--- config.mk ---
export PLATFORM = sky130hd
export DESIGN_NAME = pma_region_check
export DESIGN_NICKNAME = d
export VERILOG_FILES = /design/src/rtl/pma_region_check_pkg.sv /design/src/rtl/pma_region_check_match.sv /design/src/rtl/pma_region_check.sv
export SDC_FILE = /design/constraint.sdc
export NUM_CORES = 1
export LEC_CHECK = 0
export BUFFER_PORTS_ARGS = -buffer_cell sky130_fd_sc_hd__buf_2
export CAP_MARGIN = 20
export CORE_MARGIN = 5
export CORE_UTILIZATION = 42
export DETAILED_ROUTE_END_ITERATION = 8
export GPL_TIMING_DRIVEN = 0
export PLACE_DENSITY_LB_ADDON = 0.1
export RECOVER_POWER = 25
export SKIP_LAST_GASP = 1
export SLEW_MARGIN = 20
export SYNTH_ARGS = -nofsm -noshare
export SYNTH_HDL_FRONTEND = slang
export SYNTH_SLANG_ARGS = --single-unit
export TNS_END_PERCENT = 20
--- constraint.sdc ---
create_clock -name i_clk -period 7.47 [get_ports i_clk]
set_input_delay 0 -clock i_clk [delete_from_list [all_inputs] [get_ports i_clk]]
set_output_delay 0 -clock i_clk [all_outputs]
set_load 0.1 [all_outputs]
--- src/rtl/pma_region_check_pkg.sv ---
// Shared definitions for the PMA region checker: attribute bit positions,
// attribute type and region-index width helper.
package pma_region_check_pkg;

  localparam int PMA_C  = 0;
  localparam int PMA_W  = 1;
  localparam int PMA_X  = 2;
  localparam int PMA_AW = 3;

  typedef logic [PMA_AW-1:0] pma_attr_t;

  // A single region still needs a one-bit index port.
  function automatic int idxWidth(input int n);
    return (n > 1) ? $clog2(n) : 1;
  endfunction

endpackage

--- src/rtl/pma_region_check_match.sv ---
// Single-region comparator for the PMA checker.
// A zero base never matches, so base == 0 acts as a second disable.
module pma_region_check_match #(
  parameter int AW = 28
) (
  input  logic [AW-1:0] addr_i,
  input  logic [AW-1:0] base_i,
  input  logic [AW-1:0] mask_i,
  input  logic          en_i,
  output logic          hit_o
);

  assign hit_o = en_i && (base_i != '0) && ((addr_i & mask_i) == base_i);

endmodule

--- src/rtl/pma_region_check.sv ---
// Pipelined PMA lookup: region table, static-priority encoder, one output register.
// Optional feature macro PMA_LOCK_EN adds per-region write locks and port i_cfg_lock.
module pma_region_check
  import pma_region_check_pkg::*;
#(
  parameter int                       ADDRESS_WIDTH = 28,
  parameter int                       NREGIONS      = 4,
  parameter logic [ADDRESS_WIDTH-1:0] RST_ADDR      = {2'b01, {(ADDRESS_WIDTH-2){1'b0}}},
  parameter logic [ADDRESS_WIDTH-1:0] RST_MASK      = {2'b11, {(ADDRESS_WIDTH-2){1'b0}}},
  parameter pma_attr_t                RST_ATTR      = 3'b111,
  parameter pma_attr_t                DEF_ATTR      = 3'b110,
  localparam int                      AW            = ADDRESS_WIDTH,
  localparam int                      IW            = idxWidth(NREGIONS)
) (
  input  logic          i_clk,
  input  logic          i_areset_n,
  input  logic          i_cfg_we,
  input  logic [IW-1:0] i_cfg_idx,
  input  logic [AW-1:0] i_cfg_base,
  input  logic [AW-1:0] i_cfg_mask,
  input  pma_attr_t     i_cfg_attr,
  input  logic          i_cfg_en,
`ifdef PMA_LOCK_EN
  input  logic          i_cfg_lock,
`endif
  output logic          o_cfg_err,
  input  logic          i_req_valid,
  output logic          o_req_ready,
  input  logic [AW-1:0] i_req_addr,
  output logic          o_rsp_valid,
  input  logic          i_rsp_ready,
  output logic [AW-1:0] o_rsp_addr,
  output pma_attr_t     o_rsp_attr,
  output logic          o_rsp_hit,
  output logic [IW-1:0] o_rsp_region
);

  logic [1:0]    rstSync_q;
  logic          rst_n;

  logic [AW-1:0] base_q [NREGIONS];
  logic [AW-1:0] mask_q [NREGIONS];
  pma_attr_t     attr_q [NREGIONS];
  logic [NREGIONS-1:0] en_q;

  logic          idxInRange;
  logic          cfgLocked;
  logic          cfgAccept;
  logic          cfgErr_q;

  logic [NREGIONS-1:0] regionHit;
  logic          anyHit;
  logic [IW-1:0] winIdx;
  pma_attr_t     winAttr;
  logic          reqAccept;

  logic          rspValid_q,  rspValid_d;
  logic [AW-1:0] rspAddr_q,   rspAddr_d;
  pma_attr_t     rspAttr_q,   rspAttr_d;
  logic          rspHit_q,    rspHit_d;
  logic [IW-1:0] rspRegion_q, rspRegion_d;

  // Reset asserts immediately but releases two clocks later, on a clock edge.
  always_ff @(posedge i_clk or negedge i_areset_n) begin
    if (!i_areset_n) rstSync_q <= 2'b00;
    else             rstSync_q <= {rstSync_q[0], 1'b1};
  end

  assign rst_n = rstSync_q[1];

  assign idxInRange = 32'(i_cfg_idx) < 32'(NREGIONS);

`ifdef PMA_LOCK_EN
  logic [NREGIONS-1:0] lock_q;

  always_comb begin
    cfgLocked = 1'b0;
    for (int r = 0; r < NREGIONS; r++) begin
      if (32'(i_cfg_idx) == 32'(r)) cfgLocked = lock_q[r];
    end
  end

  always_ff @(posedge i_clk or negedge rst_n) begin
    if (!rst_n) begin
      lock_q <= '0;
    end else begin
      for (int r = 0; r < NREGIONS; r++) begin
        if (cfgAccept && i_cfg_lock && (32'(i_cfg_idx) == 32'(r))) lock_q[r] <= 1'b1;
      end
    end
  end
`else
  assign cfgLocked = 1'b0;
`endif

  assign cfgAccept = i_cfg_we && idxInRange && !cfgLocked;

  always_ff @(posedge i_clk or negedge rst_n) begin
    if (!rst_n) begin
      en_q <= '0;
      en_q[0] <= 1'b1;
      for (int r = 0; r < NREGIONS; r++) begin
        base_q[r] <= (r == 0) ? RST_ADDR : '0;
        mask_q[r] <= (r == 0) ? RST_MASK : '0;
        attr_q[r] <= (r == 0) ? RST_ATTR : '0;
      end
    end else begin
      for (int r = 0; r < NREGIONS; r++) begin
        if (cfgAccept && (32'(i_cfg_idx) == 32'(r))) begin
          base_q[r] <= i_cfg_base;
          mask_q[r] <= i_cfg_mask;
          attr_q[r] <= i_cfg_attr;
          en_q[r]   <= i_cfg_en;
        end
      end
    end
  end

  always_ff @(posedge i_clk or negedge rst_n) begin
    if (!rst_n) cfgErr_q <= 1'b0;
    else        cfgErr_q <= i_cfg_we && !cfgAccept;
  end

  for (genvar g = 0; g < NREGIONS; g++) begin : gRegion
    pma_region_check_match #(.AW(AW)) uMatch (
      .addr_i (i_req_addr),
      .base_i (base_q[g]),
      .mask_i (mask_q[g]),
      .en_i   (en_q[g]),
      .hit_o  (regionHit[g])
    );
  end

  // Scan from the top down so the lowest matching index is the last to win.
  always_comb begin
    anyHit  = 1'b0;
    winIdx  = '0;
    winAttr = DEF_ATTR;
    for (int r = NREGIONS - 1; r >= 0; r--) begin
      if (regionHit[r]) begin
        anyHit  = 1'b1;
        winIdx  = IW'(r);
        winAttr = attr_q[r];
      end
    end
  end

  assign o_req_ready = !rspValid_q || i_rsp_ready;
  assign reqAccept   = i_req_valid && o_req_ready;

  always_comb begin
    rspValid_d  = rspValid_q;
    rspAddr_d   = rspAddr_q;
    rspAttr_d   = rspAttr_q;
    rspHit_d    = rspHit_q;
    rspRegion_d = rspRegion_q;
    if (reqAccept) begin
      rspValid_d  = 1'b1;
      rspAddr_d   = i_req_addr;
      rspAttr_d   = winAttr;
      rspHit_d    = anyHit;
      rspRegion_d = winIdx;
    end else if (i_rsp_ready) begin
      rspValid_d  = 1'b0;
    end
  end

  always_ff @(posedge i_clk or negedge rst_n) begin
    if (!rst_n) begin
      rspValid_q  <= 1'b0;
      rspAddr_q   <= '0;
      rspAttr_q   <= '0;
      rspHit_q    <= 1'b0;
      rspRegion_q <= '0;
    end else begin
      rspValid_q  <= rspValid_d;
      rspAddr_q   <= rspAddr_d;
      rspAttr_q   <= rspAttr_d;
      rspHit_q    <= rspHit_d;
      rspRegion_q <= rspRegion_d;
    end
  end

  assign o_cfg_err    = cfgErr_q;
  assign o_rsp_valid  = rspValid_q;
  assign o_rsp_addr   = rspAddr_q;
  assign o_rsp_attr   = rspAttr_q;
  assign o_rsp_hit    = rspHit_q;
  assign o_rsp_region = rspRegion_q;

endmodule

==> results.cfg <==
[outcome]
violations = max-capacitance violations, max-slew violations
status = finished with violations

[detailed_routing]
via_count = 9396
wirelength_um = 43040
drtIter0Drc = 522
wl_per_cell_um = 25.24
drc = 0
ant_nets = 0
dr.pass1.iters = 4
via_per_inst = 5.511

[logic_synthesis]
synth_nets = 1127
ys_seq_area_share_pct = 54.80
synth_top_area_share_pct = 53.34
yosysWarnings = 0
netlist.top_cell.by_area = dfrtp_1
synth-edff-count = 0
async_flop_share_pct = 100.0
ys_seq_elements = 277
synth_cell_types = 56
avgSynthCellArea_um2 = 12.27
syn_area_um2 = 12670
synth_area_leaders = dfrtp_1 53%, mux2_2 21%, nand2_1 4.6%
ys.flop_type = dfrtp_1
syn_inst = 1032

[pwr]
swShare_pct = 31.77
cellLeakagePower_nw = 7.077
power.share.sequential_pct = 43.4
ir_drop_mv = 0.1593
powerDensity_nw_per_um2 = 289.8
power_frac_comb_pct = 22.2
p_int_mw = 3.139
pwr-share-clk_pct = 34.4
switchingPower_mw = 1.462

[floorplanning]
die_x_um = 183.7
floorplan.die_area_um2 = 33730
die_h_um = 183.7
initial_utilization_pct = 42.62
row_count = 63
pin_count = 132
coreArea_um2 = 29720

[worst_setup_path]
crit_top_cell = buf_12
cp_slowest_cell = clkbuf_1
cp-end-kind = async pin
crit_path_start_kind = flop
cp_cell_sequence = clkbuf_1 > buf_16 > buf_12 > buf_12
r2r_slack_ns = 3.88
worst_ep_arrival_time_ns = 4.33
crit_family = buffers and inverters
worstSetupPathType = flop to async pin
crit_path_max_fanout = 52
path_buf_inv = 4
critPathRequiredTime_ns = 8.21
max_stage_delay_ns = 1.50

[sta]
max_freq_ghz = 0.2786
fin_crit_ns = 3.589
fin_crit_sh_pct = 48.04
hold_viol = 0
worst_pin_slew_ns = 2.288
tns_ns = 0
clock_skew_ns = 0.01009
grt_setup_unrepaired = no
relSlewSlack_pct = -52.53
maxSlewViolCount = 111
holdWs_ns = 0.1706
finalSetupViolCount = 0

[clock_network]
postCtsSetupBuffers = 0
cts_tree = built
cts_hold_buf = 92
cts.repair.resized = 0
clk_pin_slew_ns = 0.06
htreeDepth = 1
root_buffer = clkbuf_16
numCtsBuffers = 31
worstSkewPairLatency_ns = 0.56
cts_buffer_depth = 3
clock-sinks = 277

[cells_and_area]
layout_common_cells = 270 x dfrtp_1, 240 x mux2_2, 156 x nand2_1
num-fill-cells = 2675
antenna_cells = 0
area_delta_synth_final_pct = 25.36
final-instance-count-excl-fill = 1705
nNetsFinal = 1386
drive_above_1_share_pct = 33.92
layout_commonest_cell = dfrtp_1

[global_route]
grt_util_all_layers_pct = 25.47
antenna_found_initial = 1
grt_pass1_vias = 9437
grt_max_degree = 53
grt_overflow = 0
grt_pass1_wl_um = 63160

[place]
dp_cells = 1556
dp_hpwl_um = 32530
globalplace.congestion = 0.9069
port_buffers = 128

[flow_run]
max_cap_viol_count = 3

[worst_hold_path]
hold_class = input port to flop
[stage by stage]
stage | instance area (µm²) | setup slack (ns) | util [%] | power (mW)
detailed placement | 13940 | 4.376 | 46.91 | 3.002
global placement | 13800 | 0.8720 | 46.42 | 2.974
global route | 15880 | 3.201 | 53.43 | 4.791
finish | 15880 | 3.881 | 53.43 | 4.601
floorplan | 12670 | 2.937 | - | 2.615
CTS | 15920 | 4.353 | 53.58 | 4.632
[sequential cells by signal, indices dropped and copies added (netlist names)]
| name | count |
|---|---|
| attr_q | 12 |
| base_q | 112 |
| en_q | 4 |
| mask_q | 112 |
| o_rsp_addr | 28 |
| o_rsp_attr | 3 |
| o_rsp_hit | 1 |
| o_rsp_region | 2 |
| o_rsp_valid | 1 |
| rstSync_q | 2 |
[routing by layer]
metal | vias up | GRT usage [%] | wire [µm]
met5 | - | 0 | 13
met4 | 2 | 6.198 | 1042
met3 | 66 | 4.096 | 2388
met2 | 266 | 40.67 | 20260
met1 | 4807 | 36.66 | 19330
li1 | 4255 | - | -
[layout make-up]
class | count | area, µm² | share of cell area, %
flip-flops and latches | 277 | 6940 | 43.71
multi-input cells | 718 | 5578 | 35.13
repair buffers | 226 | 1663 | 10.47
clock buffers | 42 | 877.1 | 5.524
well taps | 390 | 488.0 | 3.073
clock inverters | 15 | 183.9 | 1.158
plain buffers | 34 | 136.4 | 0.8589
inverters | 3 | 11.26 | 0.07092
[final timing paths]
kind | startpoint | end | depth (start not counted)
max reg2reg | rstSync_q[1] | o_rsp_addr[7] | 4
min reg2reg | rstSync_q[0] | rstSync_q[1] | 0
min | i_rsp_ready | o_rsp_region[1] | 4
max in group i_clk | base_q[91] | o_rsp_attr[0] | 7
min in group asynchronous | i_areset_n | rstSync_q[0] | 3
max | rstSync_q[1] | o_rsp_addr[7] | 4
[Yosys cell counts (all sizes together), types with 9 or more instances]
cell type and number:
a21boi 18, nor2 10, and3b 17, clkbuf 13
mux2 240, a21o 9, a21oi 27, nand4 29
nor4 38, dfrtp 270, nand2 158, nand3 17
buf 21, xor2 56, and3 27
[power groups by stage]
stage               clock (mW)  combinational [mW]  sequential, mW
floorplan                    0               0.498            2.12
finish                    1.58                1.02            2.00
global placement             0               0.938            2.04
detailed placement           0               0.982            2.02
global route              1.68                1.08            2.03
CTS                       1.62                1.02            1.99
[worst register-to-register path, stage by stage, from the launching register on]
cell      delay, ns
dfrtp_1        1.35
clkbuf_1       1.50
buf_16         0.35
buf_12         0.27
buf_12         0.27
[kinds of logic (layout without fill, tap and decap cells)]
family	after synthesis	in the layout	synth area share, %
compound gates	91	91	5.078
xor+xnor	62	62	4.287
buf+inv	37	320	1.166
flops	277	277	54.80
mux	242	242	21.50
other cells	2	2	0.05929
simple gates	321	321	13.12
Power figures use the tool's default switching activity.
